===== config.mk =====
export PLATFORM = sky130hd
export DESIGN_NAME = random_deinterleaver_flat
export DESIGN_NICKNAME = d
export VERILOG_FILES = /design/src/rtl/random_deinterleaver_pkg.sv /design/src/rtl/random_deinterleaver_if.sv /design/src/rtl/random_deinterleaver_lfsr_perm_gen.sv /design/src/rtl/random_deinterleaver.sv /design/src/flat_wrapper.sv
export SDC_FILE = /design/constraint.sdc
export NUM_CORES = 2
export LEC_CHECK = 0
export ABC_AREA = 1
export CORE_AREA = 2 2 281 394
export CTS_CLUSTER_DIAMETER = 100
export DETAILED_ROUTE_END_ITERATION = 16
export DIE_AREA = 0 0 283 396
export PLACE_DENSITY = 0.7
export SLEW_MARGIN = 15
export SYNTH_ARGS = -nofsm -noshare
export SYNTH_HDL_FRONTEND = slang
export SYNTH_SLANG_ARGS = --single-unit

===== constraint.sdc =====
create_clock -name clock -period 3.68 [get_ports clock]
set_input_delay 0.736 -clock clock [delete_from_list [all_inputs] [get_ports clock]]
set_output_delay 0.736 -clock clock [all_outputs]
set_load 0.01 [all_outputs]

===== src/rtl/random_deinterleaver_pkg.sv =====
// Shared definitions for the LFSR random interleaver/deinterleaver pair: FSM states,
// Fibonacci LFSR tap masks and the LFSR next-state function (widths 2..16).
package random_interleave_pkg;

    typedef enum logic {
        LOAD = 1'b0,
        PERM = 1'b1
    } state_t;

    localparam int LFSR_W_MAX = 16;

    // Maximal-length tap sets; bit (t-1) is set for polynomial term x^t.
    function automatic logic [LFSR_W_MAX-1:0] lfsr_taps(input int width);
        logic [LFSR_W_MAX-1:0] mask;
        mask = '0;
        case (width)
            2:       mask = 16'h0003;
            3:       mask = 16'h0006;
            4:       mask = 16'h000C;
            5:       mask = 16'h0014;
            6:       mask = 16'h0030;
            7:       mask = 16'h0060;
            8:       mask = 16'h00B8;
            9:       mask = 16'h0110;
            10:      mask = 16'h0240;
            11:      mask = 16'h0500;
            12:      mask = 16'h0829;
            13:      mask = 16'h100D;
            14:      mask = 16'h2015;
            15:      mask = 16'h6000;
            16:      mask = 16'hD008;
            default: mask = '0;
        endcase
        return mask;
    endfunction

    function automatic logic [LFSR_W_MAX-1:0] lfsr_next(input logic [LFSR_W_MAX-1:0] state,
                                                        input int width);
        logic                  fb;
        logic [LFSR_W_MAX-1:0] keep;
        fb   = ^(state & lfsr_taps(width));
        keep = (LFSR_W_MAX'(1) << width) - LFSR_W_MAX'(1);
        return {state[LFSR_W_MAX-2:0], fb} & keep;
    endfunction

endpackage


===== src/rtl/random_deinterleaver_if.sv =====
// Bit-stream handshake bundle for the random deinterleaver: serial input side,
// serial output side and the end-of-block pulse.
interface random_deinterleaver_if;
    logic in_data;
    logic in_valid;
    logic in_ready;
    logic out_data;
    logic out_valid;
    logic out_ready;
    logic out_last;
    logic done;

    modport master (
        output in_data, in_valid, out_ready,
        input  in_ready, out_data, out_valid, out_last, done
    );

    modport slave (
        input  in_data, in_valid, out_ready,
        output in_ready, out_data, out_valid, out_last, done
    );
endinterface


===== src/rtl/random_deinterleaver_lfsr_perm_gen.sv =====
// LFSR permutation generator shared by the interleaver and deinterleaver:
// walks the LFSR sequence from SEED and flags states that map into the block.
module lfsr_perm_gen
    import random_interleave_pkg::*;
#(
    parameter int N      = 1024,
    parameter int LFSR_W = 11,
    parameter int SEED   = 1
) (
    input  logic                                  clock,
    input  logic                                  reset_n,
    input  logic                                  load,
    input  logic                                  advance,
    output logic [((N > 1) ? $clog2(N) : 1)-1:0] index,
    output logic                                  index_valid
);

    localparam int IDX_W = (N > 1) ? $clog2(N) : 1;

    if (LFSR_W < 2 || LFSR_W > LFSR_W_MAX || (2**LFSR_W) - 1 < N ||
        SEED < 1 || SEED > (2**LFSR_W) - 1) begin : g_bad_cfg
        $error("lfsr_perm_gen: LFSR_W/SEED cannot cover a block of N bits");
    end

    // Upper bits stay zero; lfsr_next masks them to LFSR_W.
    logic [LFSR_W_MAX-1:0] state_q;

    always_ff @(posedge clock or negedge reset_n) begin
        if (!reset_n) begin
            state_q <= LFSR_W_MAX'(SEED);
        end else if (load) begin
            state_q <= LFSR_W_MAX'(SEED);
        end else if (advance) begin
            state_q <= lfsr_next(state_q, LFSR_W);
        end
    end

    assign index       = IDX_W'(state_q - LFSR_W_MAX'(1));
    assign index_valid = (state_q <= LFSR_W_MAX'(N));

endmodule


===== src/rtl/random_deinterleaver.sv =====
// Random bit deinterleaver: buffers an N-bit block, then emits buf[p(k)] in LFSR order.
// Define DOUBLE_BUF_EN for ping-pong banks so loading overlaps readout.
module random_deinterleaver
    import random_interleave_pkg::*;
#(
    parameter int N      = 1024,
    parameter int LFSR_W = 11,
    parameter int SEED   = 1
) (
    input  logic                  clock,
    input  logic                  reset_n,
    random_deinterleaver_if.slave bus
);

    localparam int                CNT_W    = $clog2(N + 1);
    localparam int                IDX_W    = (N > 1) ? $clog2(N) : 1;
    localparam logic [CNT_W-1:0] LAST_CNT = CNT_W'(N - 1);
    localparam logic [CNT_W-1:0] FULL_CNT = CNT_W'(N);

    state_t           state_q, state_d;
    logic [CNT_W-1:0] wr_cnt_q, rd_cnt_q;
    logic             live_q;
    logic             out_data_q, out_valid_q, out_last_q, done_q;
    logic             in_ready, in_fire, out_fire, wr_last, drained;
    logic             perm_active, load_ok, emit, gen_load, gen_adv;
    logic [IDX_W-1:0] perm_idx, wr_idx;
    logic             perm_vld, rd_bit;
    logic [N-1:0]     bank0;

    assign in_fire     = bus.in_valid & in_ready;
    assign out_fire    = out_valid_q & bus.out_ready;
    assign wr_last     = (wr_cnt_q == LAST_CNT);
    assign wr_idx      = IDX_W'(wr_cnt_q);
    assign drained     = out_fire & out_last_q;
    assign perm_active = (state_q == PERM) && (rd_cnt_q != FULL_CNT);
    assign load_ok     = !out_valid_q || bus.out_ready;
    assign emit        = perm_active & perm_vld & load_ok;
    // Skip states always advance; in-range states wait for room in the output register.
    assign gen_adv     = perm_active & (!perm_vld | load_ok);

`ifdef DOUBLE_BUF_EN
    logic [N-1:0] bank1;
    logic         wr_sel_q, wr_full_q, swap;

    assign in_ready = live_q & !wr_full_q;
    // A completing write and a draining read in the same cycle swap with no gap.
    assign swap     = (wr_full_q | (in_fire & wr_last)) & ((state_q == LOAD) | drained);
    assign gen_load = swap;
    assign rd_bit   = wr_sel_q ? bank0[perm_idx] : bank1[perm_idx];

    always_ff @(posedge clock or negedge reset_n) begin
        if (!reset_n) begin
            wr_sel_q  <= 1'b0;
            wr_full_q <= 1'b0;
        end else if (swap) begin
            wr_sel_q  <= ~wr_sel_q;
            wr_full_q <= 1'b0;
        end else if (in_fire && wr_last) begin
            wr_full_q <= 1'b1;
        end
    end

    always_ff @(posedge clock) begin
        if (in_fire) begin
            if (wr_sel_q) begin
                bank1[wr_idx] <= bus.in_data;
            end else begin
                bank0[wr_idx] <= bus.in_data;
            end
        end
    end

    always_comb begin
        state_d = state_q;
        if (swap) begin
            state_d = PERM;
        end else if (drained) begin
            state_d = LOAD;
        end
    end
`else
    assign in_ready = live_q & (state_q == LOAD);
    assign gen_load = in_fire & wr_last;
    assign rd_bit   = bank0[perm_idx];

    always_ff @(posedge clock) begin
        if (in_fire) begin
            bank0[wr_idx] <= bus.in_data;
        end
    end

    always_comb begin
        state_d = state_q;
        case (state_q)
            LOAD:    if (gen_load) state_d = PERM;
            PERM:    if (drained)  state_d = LOAD;
            default: state_d = LOAD;
        endcase
    end
`endif

    always_ff @(posedge clock or negedge reset_n) begin
        if (!reset_n) begin
            state_q <= LOAD;
        end else begin
            state_q <= state_d;
        end
    end

    lfsr_perm_gen #(
        .N      (N),
        .LFSR_W (LFSR_W),
        .SEED   (SEED)
    ) u_perm_gen (
        .clock       (clock),
        .reset_n     (reset_n),
        .load        (gen_load),
        .advance     (gen_adv),
        .index       (perm_idx),
        .index_valid (perm_vld)
    );

    // Output stage: single register, held while the sink stalls.
    always_ff @(posedge clock or negedge reset_n) begin
        if (!reset_n) begin
            live_q      <= 1'b0;
            wr_cnt_q    <= '0;
            rd_cnt_q    <= '0;
            out_data_q  <= 1'b0;
            out_valid_q <= 1'b0;
            out_last_q  <= 1'b0;
            done_q      <= 1'b0;
        end else begin
            live_q <= 1'b1;
            done_q <= drained;
            if (in_fire) begin
                wr_cnt_q <= wr_last ? '0 : wr_cnt_q + CNT_W'(1);
            end
            if (drained) begin
                rd_cnt_q <= '0;
            end else if (emit) begin
                rd_cnt_q <= rd_cnt_q + CNT_W'(1);
            end
            if (emit) begin
                out_data_q  <= rd_bit;
                out_valid_q <= 1'b1;
                out_last_q  <= (rd_cnt_q == LAST_CNT);
            end else if (out_fire) begin
                out_valid_q <= 1'b0;
                out_last_q  <= 1'b0;
            end
        end
    end

    assign bus.in_ready  = in_ready;
    assign bus.out_data  = out_data_q;
    assign bus.out_valid = out_valid_q;
    assign bus.out_last  = out_last_q;
    assign bus.done      = done_q;

endmodule


===== src/flat_wrapper.sv =====
// flat-port wrapper written by rule: the top's interface ports become plain ports
module random_deinterleaver_flat import random_interleave_pkg::*;
#(
    parameter int N      = 1024,
    parameter int LFSR_W = 11,
    parameter int SEED   = 1
)
  (clock, reset_n, bus_in_data, bus_in_valid, bus_out_ready, bus_in_ready, bus_out_data, bus_out_valid, bus_out_last, bus_done);
  random_deinterleaver_if bus_i ();
  input  logic clock;
  input  logic reset_n;
  input wire logic [$bits(bus_i.in_data)-1:0] bus_in_data;
  input wire logic [$bits(bus_i.in_valid)-1:0] bus_in_valid;
  input wire logic [$bits(bus_i.out_ready)-1:0] bus_out_ready;
  output wire logic [$bits(bus_i.in_ready)-1:0] bus_in_ready;
  output wire logic [$bits(bus_i.out_data)-1:0] bus_out_data;
  output wire logic [$bits(bus_i.out_valid)-1:0] bus_out_valid;
  output wire logic [$bits(bus_i.out_last)-1:0] bus_out_last;
  output wire logic [$bits(bus_i.done)-1:0] bus_done;
  assign bus_i.in_data = bus_in_data;
  assign bus_i.in_valid = bus_in_valid;
  assign bus_i.out_ready = bus_out_ready;
  assign bus_in_ready = bus_i.in_ready;
  assign bus_out_data = bus_i.out_data;
  assign bus_out_valid = bus_i.out_valid;
  assign bus_out_last = bus_i.out_last;
  assign bus_done = bus_i.done;
  random_deinterleaver #(.N(N), .LFSR_W(LFSR_W), .SEED(SEED)) u_core (.clock(clock), .reset_n(reset_n), .bus(bus_i));
endmodule

==> flow_summary.toml <==
[floorplan]
num_rows = 143
initial_core_util_pct = 44.8
die_area_sq_mm = 0.112
ios = 10
die_y_microns = 396
die_width_microns = 283
core_sq_mm = 0.108

[synth]
seq_area_frac_synth_pct = 65.5
synth_edf_count = 1024
synth_top_cell_by_area = "edfxtp_1"
synth_nets = 5045
yosysMostFrequentCell = "nor2_1"
ys_warn_count = 0
netlist_area_sq_mm = 0.0485
synth_ff_type = "edfxtp_1"
syn-instance-count = 5033
synth_area_per_cell_sq_um = 9.63
synth-seq-cells = 1063
synth.distinct_cells = 36
yosys-top-cells-area = "edfxtp_1, nor2_1, nand2_1"
synthTopCellsByCount = "nor2_1, edfxtp_1, nand2_1, nand3_1, o21ai_0"
yosysTopAreaCellShare_pct = 63.4
synthArstFlopShare_pct = 3.67

[global_routing]
grt_pass1_vias = 34800
grt_max_degree = 212
grtUsageTotal_pct = 24.9
grt_pass1_wl_microns = 211000
overflow = 0
antenna_found_initial = 1

[run]
drv_cap = 0

[critical_path]
r2r_start = "u_core.u_perm_gen.state_q[0]"
end_kind = "register"
crit_start = "u_core.u_perm_gen.state_q[0]"
cp_max_fo = 47
crit_chain = "inv_8 > ha_4 > inv_8 > buf_12 > buf_4 > nor2_1 > o21ai_0 > nand3_1 > nand3_1 > nand3_1 > nand3_1 > nand3_1 > nand3_1 > nand3_1 > nand3_1 > nand2_1 > nand2_1 > nand2_1"
critPathMaxStageDelay_ns = 0.71
cp_common_cell = "nand3_1"
worstSetupStartpointType = "register"
critPathKind = "register to register"
crit_required_ns = 4.28
crit_path_top_delay_cell = "dfstp_4"
arrival_ns = 4.06

[routing]
drcViolationCount = 0
wl_microns = 142000
drt-wirelength-per-cell_microns = 22.2
vias = 36800
postRouteAntennaNets = 0
dr.pass1.iters = 6
vias_per_cell = 5.75
drt-initial-drc-count = 5066

[timing]
slew_viol_final = 0
setup_tns_ns = 0
worst_pin_slew_ns = 1.17
fin_worst_skew_ns = 0.0466
fin_crit_sh_pct = 93.9
final-hold-violation-count = 0
rsz0062_at_grt = "false"
fmax_mhz = 289
finalSetupViolCount = 0
slew_headroom_pct = 21.5
finalCriticalPeriod_ns = 3.46

[placed_design]
gp_congestion = 0.894
dpl.cell_count = 6225
portBuffers = 9
dp_hpwl_microns = 73800

[clock_network]
cts-resized-gates = 0
cts.clk_slew.worst_paths_ns = 0.07
h-tree-depth = 3
clock-sinks = 1063
cts_made_buffers = 96
postCtsSetupRepairBufs = 0
clockBufferDepth = 3
postCtsHoldBufs = 0
clockRootBuffer = "clkbuf_16"
clock_latency_ns = 0.73
cts_tree = "done"

[layout]
multi_input_area_sq_mm = 0.0145
nets = 4885
regArea_sq_mm = 0.0317
final_cells = 6407
synthToLayoutAreaGrowth_pct = 10.4
drive_gt1_share_pct = 6.76
n_fill_cell = 9702

[pwr]
p_per_area_mw_per_mm2 = 769
comb_power_share_pct = 42.6
p_seq_share_pct = 32.8
p_sw_mw = 17.0
power_frac_clock_pct = 24.6
p_sw_share_pct = 41.2
p_int_mw = 24.2
vdd_drop_max_uv = 865
p_leak_nw = 18.0

[hold_path]
hp-class = "input pin to asynchronous set/reset pin"

[run_status]
status = "finished clean"
routing by layer:
layer,track usage [%],part of all wire (%),vias to the layer above
li1,-,-,16500
met1,29.6,35,17900
met2,42.9,49,1968
met3,4.03,9.6,431
met4,14.0,5.9,0
met5,0,0,-
power by group through the flow:
stage | clock network (mW) | registers (mW) | logic [mW]
2_1_floorplan | 0 | 13.7 | 10.9
3_3_place_gp | 0 | 13.7 | 17.1
3_5_place_dp | 0 | 13.7 | 17.2
4_1_cts | 10.2 | 13.5 | 17.3
5_1_grt | 10.7 | 13.5 | 18.9
6_report | 10.1 | 13.5 | 17.5
final timing paths:
path,end,slack (ns),cells after the start
hold / removal,u_core.bus.done,0.20,1
setup / recovery,u_core.bus.out_data,0.22,18
max in group asynchronous,u_core.wr_cnt_q[4],2.81,1
hold reg to reg,u_core.bus.out_last,0.53,1
setup reg to reg,u_core.bus.out_data,0.22,18
min in group clock,u_core.bank0[375],0.49,1
kinds of logic (layout without fill, tap and decap cells):
| kind of cell | after synthesis | count (layout) | share of synthesized area, % |
|---|---|---|---|
| buf+inv | 608 | 530 | 5.03 |
| flops | 1063 | 1063 | 65.5 |
| fa+ha+maj | 7 | 7 | 0.181 |
| other cells | 1 | 3 | 0.00774 |
| xor+xnor | 12 | 12 | 0.232 |
| compound gates | 408 | 408 | 4.72 |
| simple gates | 2934 | 2934 | 24.4 |
critical path: cells and delay by family, from the launching register on:
kind / cells / cell delay (ns)
buf+inv: 4 / 0.78
simple gates: 12 / 1.45
fa+ha+maj: 1 / 0.27
compound gates: 1 / 0.06
flops: 1 / 0.71
registers in the layout, summed over array words and instances (netlist names):
register / cells
u_core.bank0: 1024
u_core.bus.done: 1
u_core.bus.out_data: 1
u_core.bus.out_last: 1
u_core.bus.out_valid: 1
u_core.live_q: 1
u_core.rd_cnt_q: 11
u_core.state_q: 1
u_core.u_perm_gen.state_q: 11
u_core.wr_cnt_q: 11
layout by cell type (no fill, tap or decap), types with 4 or more instances in the layout:
master / n
nor2_1: 1574
edfxtp_1: 1024
nand2_1: 741
nand3_1: 535
o21ai_0: 278
inv_1: 176
buf_4: 124
clkbuf_16: 96
o211ai_1: 88
nor3_1: 42
dfrtp_1: 38
buf_12: 31
clkinv_1: 23
clkinv_2: 22
clkbuf_1: 22
nand3_2: 20
o21ai_1: 18
a21oi_1: 15
nand4_1: 11
bufinv_16: 10
clkdlybuf4s50_1: 7
ha_1: 6
xor2_1: 5
nand2_2: 4
o31ai_1: 4
stage by stage:
step / worst slack (ns) / hold slack, ns / power, mW / util, % / area, sq um
after floorplan: 0.579 / 0.440 / 24.6 / - / 48500
after global placement: 0.281 / 0.504 / 30.8 / 46.5 / 50400
after detailed placement: 0.313 / 0.515 / 30.9 / 46.5 / 50400
after CTS: 0.302 / 0.207 / 41.0 / 49.4 / 53500
after global routing: 0.00775 / 0.248 / 43.0 / 49.4 / 53500
final: 0.223 / 0.201 / 41.1 / 49.4 / 53500
final cells by class:
| cell class | instances | share of cell area (%) |
|---|---|---|
| diodes | 2 | 0.00935 |
| clock buffers | 120 | 4.69 |
| clock inverters | 60 | 1.16 |
| inverters | 186 | 1.33 |
| multi-input cells | 3362 | 27.1 |
| flip-flops and latches | 1063 | 59.3 |
| well taps | 1450 | 3.39 |
| repair buffers | 164 | 3.07 |
Note: power is estimated with default switching activity, not from simulation.
